`src/rtl/seg_display_driver_if.sv`:
```
// Calculator-result / display-pin bundle for seg_display_driver.
// master = result producer side; slave = the display driver.
interface seg_display_driver_if;
  logic        load;
  logic [13:0] value;
  logic        neg;
  logic        busy;
  logic [3:0]  an;
  logic [6:0]  seg;
  logic        dp;

  modport master (
    output load, value, neg,
    input  busy, an, seg, dp
  );

  modport slave (
    input  load, value, neg,
    output busy, an, seg, dp
  );
endinterface

```
`src/rtl/seg_display_driver.sv`:
```
// Magnitude+sign to 4-digit active-low seven-segment driver with sequential double-dabble.
// Optional leading-zero blanking is compiled in with macro LEADING_ZERO_BLANK_EN.
module seg_display_driver #(
  parameter int REFRESH_BITS = 17
) (
  input  logic                clk,
  input  logic                rst,
  seg_display_driver_if.slave bus
);

  typedef enum logic [1:0] {
    IDLE   = 2'd0,
    CONV   = 2'd1,
    COMMIT = 2'd2
  } state_t;

  localparam logic [6:0] SEG_BLANK = 7'b1111111;
  localparam logic [6:0] SEG_MINUS = 7'b0111111;
  localparam logic [6:0] SEG_E     = 7'b0000110;
  localparam logic [6:0] SEG_R     = 7'b0101111;
  localparam logic [6:0] SEG_ZERO  = 7'b1000000;
  localparam logic [3:0] LAST_ITER = 4'd13;

`ifdef LEADING_ZERO_BLANK_EN
  localparam logic LZB_EN = 1'b1;
  localparam logic [3:0][6:0] RESET_DIGITS = {SEG_BLANK, SEG_BLANK, SEG_BLANK, SEG_ZERO};
`else
  localparam logic LZB_EN = 1'b0;
  localparam logic [3:0][6:0] RESET_DIGITS = {SEG_ZERO, SEG_ZERO, SEG_ZERO, SEG_ZERO};
`endif

  function automatic logic [6:0] seg_code(input logic [3:0] d);
    logic [6:0] c;
    case (d)
      4'd0:    c = 7'b1000000;
      4'd1:    c = 7'b1111001;
      4'd2:    c = 7'b0100100;
      4'd3:    c = 7'b0110000;
      4'd4:    c = 7'b0011001;
      4'd5:    c = 7'b0010010;
      4'd6:    c = 7'b0000010;
      4'd7:    c = 7'b1111000;
      4'd8:    c = 7'b0000000;
      4'd9:    c = 7'b0010000;
      default: c = SEG_BLANK;
    endcase
    return c;
  endfunction

  // One double-dabble step: add 3 to nibbles >= 5, then shift in the next binary bit.
  // The thousands nibble may overflow for out-of-range inputs; those are shown as Err anyway.
  function automatic logic [15:0] dabble_step(input logic [15:0] b, input logic in_bit);
    logic [15:0] a;
    a = b;
    for (int i = 0; i < 4; i++) begin
      if (a[i*4 +: 4] >= 4'd5) begin
        a[i*4 +: 4] = a[i*4 +: 4] + 4'd3;
      end else begin
        a[i*4 +: 4] = a[i*4 +: 4];
      end
    end
    return {a[14:0], in_bit};
  endfunction

  state_t                  state_r;
  logic                    busy_r;
  logic [13:0]             val_r;
  logic                    neg_r;
  logic                    ovf_r;
  logic [15:0]             bcd_r;
  logic [3:0]              iter_r;
  logic [3:0][6:0]         dig_r;
  logic [REFRESH_BITS-1:0] refresh_cnt_r;
  logic [3:0]              an_r;
  logic [6:0]              seg_r;

  logic [15:0]             next_bcd_s;
  logic [3:0][6:0]         commit_dig_s;
  logic [1:0]              idx_s;
  logic                    th_zero_s;
  logic                    h_zero_s;
  logic                    t_zero_s;

  // Next BCD value for the running conversion.
  always_comb begin
    next_bcd_s = dabble_step(bcd_r, val_r[13]);
  end

  // Digit codes to be committed from the finished BCD result.
  always_comb begin
    th_zero_s    = (bcd_r[15:12] == 4'd0);
    h_zero_s     = (bcd_r[11:8]  == 4'd0);
    t_zero_s     = (bcd_r[7:4]   == 4'd0);
    commit_dig_s = {SEG_BLANK, SEG_BLANK, SEG_BLANK, SEG_BLANK};
    if (ovf_r) begin
      commit_dig_s[3] = SEG_BLANK;
      commit_dig_s[2] = SEG_E;
      commit_dig_s[1] = SEG_R;
      commit_dig_s[0] = SEG_R;
    end else begin
      // A non-overflowed negative result always has a zero thousands digit.
      if (neg_r) begin
        commit_dig_s[3] = SEG_MINUS;
      end else if (LZB_EN && th_zero_s) begin
        commit_dig_s[3] = SEG_BLANK;
      end else begin
        commit_dig_s[3] = seg_code(bcd_r[15:12]);
      end
      if (LZB_EN && th_zero_s && h_zero_s) begin
        commit_dig_s[2] = SEG_BLANK;
      end else begin
        commit_dig_s[2] = seg_code(bcd_r[11:8]);
      end
      if (LZB_EN && th_zero_s && h_zero_s && t_zero_s) begin
        commit_dig_s[1] = SEG_BLANK;
      end else begin
        commit_dig_s[1] = seg_code(bcd_r[7:4]);
      end
      commit_dig_s[0] = seg_code(bcd_r[3:0]);
    end
  end

  // Conversion FSM: capture, 14 dabble iterations, commit to digit registers.
  always_ff @(posedge clk or posedge rst) begin
    if (rst) begin
      state_r <= IDLE;
      busy_r  <= 1'b0;
      val_r   <= 14'd0;
      neg_r   <= 1'b0;
      ovf_r   <= 1'b0;
      bcd_r   <= 16'd0;
      iter_r  <= 4'd0;
      dig_r   <= RESET_DIGITS;
    end else begin
      case (state_r)
        IDLE: begin
          if (bus.load) begin
            val_r   <= bus.value;
            neg_r   <= bus.neg;
            ovf_r   <= bus.neg ? (bus.value > 14'd999) : (bus.value > 14'd9999);
            bcd_r   <= 16'd0;
            iter_r  <= 4'd0;
            state_r <= CONV;
            busy_r  <= 1'b1;
          end else begin
            state_r <= IDLE;
            busy_r  <= 1'b0;
          end
        end
        CONV: begin
          bcd_r  <= next_bcd_s;
          val_r  <= {val_r[12:0], 1'b0};
          iter_r <= iter_r + 4'd1;
          if (iter_r == LAST_ITER) begin
            state_r <= COMMIT;
          end else begin
            state_r <= CONV;
          end
        end
        COMMIT: begin
          dig_r   <= commit_dig_s;
          state_r <= IDLE;
          busy_r  <= 1'b0;
        end
        default: begin
          state_r <= IDLE;
          busy_r  <= 1'b0;
        end
      endcase
    end
  end

  assign idx_s = refresh_cnt_r[REFRESH_BITS-1:REFRESH_BITS-2];

  // Digit scanner; an and seg are registered together so they switch on the same edge.
  always_ff @(posedge clk or posedge rst) begin
    if (rst) begin
      refresh_cnt_r <= {REFRESH_BITS{1'b0}};
      an_r          <= 4'b1110;
      seg_r         <= SEG_ZERO;
    end else begin
      refresh_cnt_r <= refresh_cnt_r + {{(REFRESH_BITS-1){1'b0}}, 1'b1};
      an_r          <= ~(4'b0001 << idx_s);
      seg_r         <= dig_r[idx_s];
    end
  end

  assign bus.busy = busy_r;
  assign bus.an   = an_r;
  assign bus.seg  = seg_r;
  assign bus.dp   = 1'b1;

endmodule

```
`src/flat_wrapper.sv`:
```
// flat-port wrapper written by rule: the top's interface ports become plain ports
module seg_display_driver_flat 
#(
  parameter int REFRESH_BITS = 17
)
  (clk, rst, bus_load, bus_value, bus_neg, bus_busy, bus_an, bus_seg, bus_dp);
  seg_display_driver_if bus_i ();
  input  logic clk;
  input  logic rst;
  input wire logic [$bits(bus_i.load)-1:0] bus_load;
  input wire logic [$bits(bus_i.value)-1:0] bus_value;
  input wire logic [$bits(bus_i.neg)-1:0] bus_neg;
  output wire logic [$bits(bus_i.busy)-1:0] bus_busy;
  output wire logic [$bits(bus_i.an)-1:0] bus_an;
  output wire logic [$bits(bus_i.seg)-1:0] bus_seg;
  output wire logic [$bits(bus_i.dp)-1:0] bus_dp;
  assign bus_i.load = bus_load;
  assign bus_i.value = bus_value;
  assign bus_i.neg = bus_neg;
  assign bus_busy = bus_i.busy;
  assign bus_an = bus_i.an;
  assign bus_seg = bus_i.seg;
  assign bus_dp = bus_i.dp;
  seg_display_driver #(.REFRESH_BITS(REFRESH_BITS)) u_core (.clk(clk), .rst(rst), .bus(bus_i));
endmodule
```
`config.mk`:
```
export PLATFORM = sky130hd
export DESIGN_NAME = seg_display_driver_flat
export DESIGN_NICKNAME = d
export VERILOG_FILES = /design/src/rtl/seg_display_driver_if.sv /design/src/rtl/seg_display_driver.sv /design/src/flat_wrapper.sv
export SDC_FILE = /design/constraint.sdc
export NUM_CORES = 1
export LEC_CHECK = 0
export CAP_MARGIN = 20
export CORE_MARGIN = 2
export CORE_UTILIZATION = 40
export DETAILED_ROUTE_END_ITERATION = 10
export MAX_ROUTING_LAYER = met4
export SYNTH_ARGS = -nofsm -noshare
export SYNTH_HDL_FRONTEND = slang
export SYNTH_SLANG_ARGS = --single-unit
```
`constraint.sdc`:
```
create_clock -name clk -period 4.95 [get_ports clk]
set_input_delay 0.99 -clock clk [delete_from_list [all_inputs] [get_ports clk]]
set_output_delay 0.99 -clock clk [all_outputs]
set_load 0.005 [all_outputs]
```
==> results.txt, run 1 <==
- Across the routed clock network, the largest skew measured is 0.01009 ns.
- The total area inside the core boundary comes to 12060 sq um.
- Via count: 3586
- Die Y: 115.4 um
- Total global routing track utilization: 17.00%
* Max Buffers Root-to-Sink: 2
- Final hold viol count: 0
- The final-report max-slew violation count was 0.
- TritonCTS built the clock tree.
- Worst Hold Path Cells: 1
- Static timing analysis puts the maximum clock frequency at between 0.3 and 0.4 GHz.
- In this run the worst path has a maximum fanout of 15.
* Antenna diodes: 0
* Post-synth EDFFs: 0
* Count of maximum capacitance violations: 0
- sky130_fd_sc_hd__dfrtp_1 takes more of the synthesized area than any other cell.
- Endpoint required time on the critical path: 5.18 ns
- Data on the critical path arrives at its endpoint at 2.91 ns.
- Die width: around 120 um
* Most frequently used cell type in the post-synthesis netlist: sky130_fd_sc_hd__dfrtp_1
* Starting density of the core: between 40 and 50%
* Per-cell routed wire length: 14.99 um
* Critical path endpoint category: flip-flop
- Unrepaired setup endpoints after global routing: false
- Minimum clock period after layout: between 2 and 3 ns
- Measured in cells, the most critical reg-to-reg path has a length of 3.
- Syn_nets: 541
- Before CTS, the worst setup slack after placement is 1.918 ns.
- CTS placed an instance of sky130_fd_sc_hd__clkbuf_16 at the clock tree root.
- Dominant register cell in the synthesized netlist: sky130_fd_sc_hd__dfrtp_1
- The count of buffers added on input and output ports is 29.
- Setup violations, final: 0
- After detailed routing, the number of remaining DRC violations is 0.
- For this design, the sink count on the clock tree is 95.
* Instance count of the mapped netlist: slightly below 500
* Share of synthesized area occupied by flip-flops and latches: 48.06%
* Worst Path Class, Setup: in2reg
- Fill cells in the final layout number 1140.
- Final-stage net count: roughly 560
* Worst setup margin: roughly 2.3 ns
- Fraction of synthesized cell area taken by the top area cell type: a little over two fifths
* Number of DRC markers in iteration 0: 233
* Share of flip-flops with an asynchronous set or reset: 100.0%
- The detail route stage leaves a number of antenna-violating nets equal to 0.
- Mean cell area of the mapped netlist: 10.06 sq um
- Synth top area cells: sky130_fd_sc_hd__dfrtp_1 44%, sky130_fd_sc_hd__ha_1 7.3%, sky130_fd_sc_hd__o21ai_0 5.8%
- Post-synth cell types: 50
* Clock input transition at the sequential cells of the worst setup and hold paths: 0.07 ns
- Total Neg Setup Slack: 0 ns
- For the pin with the worst max-slew slack, the measured transition is 0.8209 ns.
- Cell types with the highest counts after synthesis: 87 x sky130_fd_sc_hd__dfrtp_1, 58 x sky130_fd_sc_hd__o21ai_0, 52 x sky130_fd_sc_hd__nand2_1
- TritonCTS buffer count: 9
* Setup Fix Bufs, Post-CTS: 0
- Worst vdd rail ir drop: 222.6 uV
- Type of the tightest min-delay check: reg2reg
- The number of global-route vias before repair came to 3394.
- Maximum number of pins on one net before global-route repair: slightly below 60
- Period utilisation layout: 54.01%
* Routability congestion estimate: approximately 0.80
- 31 I/O pins were placed.
- The run finished with clean final reports.
- The Yosys step of the flow raised 0 warnings.
- The worst pin sits at a relative slew slack of between 40% and 50%.
* Hold bufs inserted after CTS: 0
- The pre-antenna-repair detailed-routing pass consisted of 4 iterations.
* Overflow left after global routing: 0
- STA classifies the critical path startpoint as a primary input.
* Power Density: 577.5 nW/um^2
- Total of flip-flops plus latches after synthesis: between 90 and 100
* Detailed-route vias per instance: 5.243
- Total half-perimeter wirelength after legalization and detailed placement: 7143 um
- Post-synth design cell area: 4967 sq um
- The number of gates resized after CTS was 0.
- Final worst hold slack: 0.4726 ns
- The clock reaches the later pin of the worst-skew pair after 0.35 ns.
* Standby leakage power: 2.434 nW
- Summed over all layers, the routed wires come to roughly 10000 um.
- H-Tree Level Count: 3
- The number of antenna violations at the first check in global routing came to 0.
* Floorplan die area: roughly 13000 sq um
- Compared with the post-synthesis result, the final layout area differs by 15.44%.
- The first global-routing pass estimated 17170 um of wire.
* Share of final-layout standard cells stronger than drive strength 1: 8.721%
- Row generation in the floorplan step produced 40 rows.
[registers in the layout (all words and copies together), names as in the netlist]
name                  cells
u_core.dig_r             28
u_core.refresh_cnt_r     17
u_core.bcd_r             16
u_core.val_r             14
u_core.bus.seg            7
u_core.bus.an             4
u_core.iter_r             4
u_core.state_r            2
u_core.bus.busy           1
u_core.neg_r              1
u_core.ovf_r              1
[per-stage QoR]
step	power, mW	area, sq um	instances	util (%)
2_1_floorplan	2.189	4967	494	-
3_3_place_gp	2.504	5368	666	44.50
3_5_place_dp	2.551	5368	666	44.50
4_1_cts	3.332	5699	682	47.25
5_1_grt	3.587	5734	684	47.54
6_report	3.311	5734	684	47.54
[report_power, final]
group          leakage (nW)  internal [mW]  total (mW)  switching [mW]
Combinational          1.11          0.566        1.15           0.582
Clock                 0.155          0.459       0.769           0.310
Sequential             1.17           1.06        1.39           0.337
[metal layers]
layer,GRT usage [%],vias to the layer above,wire length (um)
met3,3.766,12,262
met2,24.13,51,4744
met1,24.04,1757,5061
met5,-,-,0
met4,5.944,0,181
li1,-,1766,-
[area by class of cell]
cell class	instances	area [sq um]	area share, %
clock inverters	6	92.59	1.615
repair buffers	33	340.3	5.935
inverters	21	80.08	1.396
multi-input cells	351	2385	41.59
well taps	168	210.2	3.666
clock buffers	10	239.0	4.168
flip-flops and latches	95	2387	41.63
[cells by family after synthesis]
| group | Yosys count | share of synthesized area, % |
|---|---|---|
| AO/OA/AOI/OAI | 146 | 17.78 |
| AND/OR/NAND/NOR | 140 | 14.58 |
| flip-flops | 95 | 48.06 |
| buffers and inverters | 48 | 3.930 |
| adder cells (fa/ha/maj) | 29 | 7.305 |
| XOR/XNOR | 23 | 4.056 |
| multiplexers | 12 | 4.207 |
| other | 1 | 0.07549 |
[cells in the final DEF, fill, tap and decap left out, types with 2 or more instances in the layout]
cell type                         netlist  routed
sky130_fd_sc_hd__a21o_1                 2       2
sky130_fd_sc_hd__a21oi_1               37      37
sky130_fd_sc_hd__a22o_1                 4       4
sky130_fd_sc_hd__a22oi_1               17      17
sky130_fd_sc_hd__and2_1                 3       3
sky130_fd_sc_hd__buf_4                  1       3
sky130_fd_sc_hd__bufinv_16              0       2
sky130_fd_sc_hd__clkbuf_16              0       9
sky130_fd_sc_hd__clkdlybuf4s50_1        0      29
sky130_fd_sc_hd__clkinvlp_4             0       2
sky130_fd_sc_hd__dfrtp_1               87      87
sky130_fd_sc_hd__dfstp_2                8       8
sky130_fd_sc_hd__ha_1                  29      29
sky130_fd_sc_hd__inv_1                 21      20
sky130_fd_sc_hd__mux2i_1                4       4
sky130_fd_sc_hd__mux4_2                 7       7
sky130_fd_sc_hd__nand2_1               52      52
sky130_fd_sc_hd__nand2b_1              12      12
sky130_fd_sc_hd__nand3_1               11      11
sky130_fd_sc_hd__nand4_1                5       5
sky130_fd_sc_hd__nor2_1                23      23
sky130_fd_sc_hd__nor2b_1               15      15
sky130_fd_sc_hd__nor3_1                 3       3
sky130_fd_sc_hd__nor3b_1                3       3
sky130_fd_sc_hd__nor4_1                 2       2
sky130_fd_sc_hd__o21ai_0               58      58
sky130_fd_sc_hd__o21bai_1               5       5
sky130_fd_sc_hd__o22a_1                10      10
sky130_fd_sc_hd__o311ai_0               3       3
sky130_fd_sc_hd__o31ai_1                3       3
sky130_fd_sc_hd__or2_2                  2       2
sky130_fd_sc_hd__xnor2_1               14      14
sky130_fd_sc_hd__xor2_1                 9       9
[worst max-delay path, cell delays in order]
cell                              delay [ns]
sky130_fd_sc_hd__clkdlybuf4s50_1        0.82
sky130_fd_sc_hd__and2b_1                0.49
sky130_fd_sc_hd__nand2b_1               0.27
sky130_fd_sc_hd__mux2_2                 0.33
[path summary, 6_finish.rpt]
check                                         startpoint                  endpoint  slack [ns]
worst max register to register         u_core.state_r[1]          u_core.dig_r[26]        2.91
worst min-delay path            u_core.refresh_cnt_r[13]  u_core.refresh_cnt_r[13]        0.47
worst max-delay path                            bus_load              u_core.neg_r        2.28
min in group asynchronous                            rst           u_core.dig_r[4]        0.84
max in group asynchronous                            rst           u_core.bcd_r[9]        3.39
worst min register to register  u_core.refresh_cnt_r[13]  u_core.refresh_cnt_r[13]        0.47
(Power assumes the default switching activity.)
==> run 2, diff against run 1 <==
Clock period 4.95 ns to 2.43 ns, I/O delays scaled along.
==> run 2 against run 1 <==
- sequential cell count stayed put
- non-clock buffer count is 4 higher
- total power is 100% higher
- worst setup slack worse by 1.7 ns
- critical path depth is 3 lower
- global-route usage is 0.41 points lower
- critical path type is now reg2out
- largest cell class unchanged
- largest power group unchanged
==> results.txt, run 2 (synthesis gave the netlist of run 1 again) <==
- Data arrival time of the critical path: 1.34 ns
- Ranked by flip-flop count, first place goes to u_core.dig_r.
- In the routed layout, each cell is associated on average with a via count of 5.105.
* Count of maximum capacitance violations: 0
- Final Max Slew Viols: 0
* Via count: 3512
- Hold bufs inserted after CTS: 0
- In this run the tool buffered the top-level ports with 29 buffer cells.
- The detailed router finished its first iteration with 308 violations.
* TritonCTS buffer count: 9
- Total half-perimeter wirelength after legalization and detailed placement: a little under 7000 um
* Die width: 115.4 um
- Final hold viol count: 0
- Summing all multi-input logic gate instances after layout gives about 2400 sq um.
- Entering global routing, the biggest net connects 96 pins.
* Clock input transition at the sequential cells of the worst setup and hold paths: roughly 0.07 ns
- Standby leakage power: 2.449 nW
- Dividing total power by cell area gives a power density of 1163 nW/um^2.
- In the final design database the tool counted approximately 560 nets.
* Highest fanout seen on the critical path: 1
- Worst rel slew slack: 43.43%
* Per-cell routed wire length: between 10 and 15 um
- In this run the remaining antenna-violating nets after routing total 0.
- Unrepaired setup endpoints after global routing: false
- No sink is reached through more buffers than the 2 on the longest clock path.
- The largest single stage delay on the critical path is about 0.52 ns.
- The number of buffers and inverters on the critical path is 1.
- Setup Fix Bufs, Post-CTS: 0
- Via count of the first global-routing pass: 3354
- The post-route netlist has 9.231% of its cells at a drive strength greater than 1.
* Cell at the slowest stage of the critical path: sky130_fd_sc_hd__dfstp_2
* Critical path, cell by cell: clkdlybuf4s50_1
* Final instance count without filler cells: roughly 700
- The clock tree synthesis step divided the H-tree into 3 levels.
- 0 antenna diodes ended up in the layout.
- Setup violations remaining at the end of the flow were counted as 0.
- Core Rows: 40
- Worst Max-Slew Pin Slew: 0.8480 ns
* Post-CTS sizing: 0
* Period utilisation layout: 75.29%
- Floorplan die area: 13330 sq um
- The area growth from synthesis to layout is 15.72%.
- Clk Latency, worst-skew pair: 0.34 ns
* Clock tree root buffer cell: sky130_fd_sc_hd__clkbuf_16
- STA classifies the critical path endpoint as a primary output.
* Wire length reported by the detailed router: 9913 um
- Routability-driven placement finished with a final weighted congestion of 0.7935.
- Worst Path Class, Setup: reg2out
* DRC violations left: 0
- STA classifies the critical path startpoint as a flip-flop.
- Flip-flop count of the largest register, all copies and words added: 28
- The die is 115.4 um tall.
- Counting the fill cells in the layout gives 1096.
- In the final layout, the registers with the most flip-flops are u_core.dig_r (28), u_core.refresh_cnt_r (17), u_core.bcd_r (16).
- Critical path's top delay family: flip-flops
* Top-level I/O count: 31
- Most common library cell in the layout ignoring fill and taps: sky130_fd_sc_hd__dfrtp_1
- The library cells used most frequently in the layout, excluding fill and tap cells, are 87 x sky130_fd_sc_hd__dfrtp_1, 58 x sky130_fd_sc_hd__o21ai_0, 52 x sky130_fd_sc_hd__nand2_1.
- Starting density of the core: 41.18%
- TritonCTS built the clock tree.
- Endpoint required time on the critical path: 1.94 ns
* Dpl cells: 672
- Worst vdd rail ir drop: roughly 430 uV
- Core Area: ~12000 sq um
- Total Neg Setup Slack: 0 ns
- Before antenna repair, the detailed router went through 4 iterations.
- The worst path needs 1.829 ns of the cycle, external delays included.
- Top achievable clock speed: 0.5466 GHz
- Initial antenna violation count: 0
- The tightest min-delay check is of the reg2reg type.
- Across the routed clock network, the largest skew measured is 0.007105 ns.
- Sequential Area: 2387 sq um
* Overflow left after global routing: 0
- Number of clock sinks: 95
* Total global routing track utilization: 16.59%
- Wire length of the first global-routing pass: 16920 um
- The run finished with clean final reports.
==> run 2: through the flow <==
stage	hold slack (ns)	instance area, sq um	utilization [%]	worst slack [ns]	power [mW]
floorplan	0.4422	4971	-	0.8309	4.459
global placement	0.4596	5428	45.00	0.3108	5.126
detailed placement	0.4614	5428	45.00	0.2466	5.194
CTS	0.4762	5748	47.66	0.5723	6.736
global route	0.5010	5748	47.66	0.3581	7.252
finish	0.4746	5748	47.66	0.6006	6.683
==> run 2: final timing paths <==
path                                                from                  endpoint  slack (ns)  depth (start not counted)
worst max-delay path                   u_core.bus.seg[6]                bus_seg[6]        0.60                          1
worst min-delay path            u_core.refresh_cnt_r[13]  u_core.refresh_cnt_r[13]        0.47                          1
worst max register to register         u_core.state_r[0]           u_core.bcd_r[6]        0.61                          2
worst min register to register  u_core.refresh_cnt_r[13]  u_core.refresh_cnt_r[13]        0.47                          1
max in group asynchronous                            rst          u_core.bus.an[3]        1.40                          3
min in group asynchronous                            rst           u_core.dig_r[0]        0.64                          3
==> run 2: layer usage <==
layer	GRT usage (%)	part of all wire (%)
met1	23.95	52
met2	23.43	44
met3	2.772	2.5
met4	6.265	1.6
met5	-	0
==> run 2: cell type report <==
class | instances | share of cell area, %
timing repair buffer | 37 | 6.313
sequential | 95 | 41.53
inverter | 21 | 1.437
multi-input combinational | 351 | 41.49
clock buffer | 10 | 3.983
tap | 168 | 3.657
clock inverter | 6 | 1.589
==> run 2: power by group <==
group	switching, mW	leakage (nW)	internal (mW)
sequential	0.679	1.17	2.15
combinational	1.17	1.12	1.17
clock	0.602	0.157	0.909
total	2.45	2.45	4.23
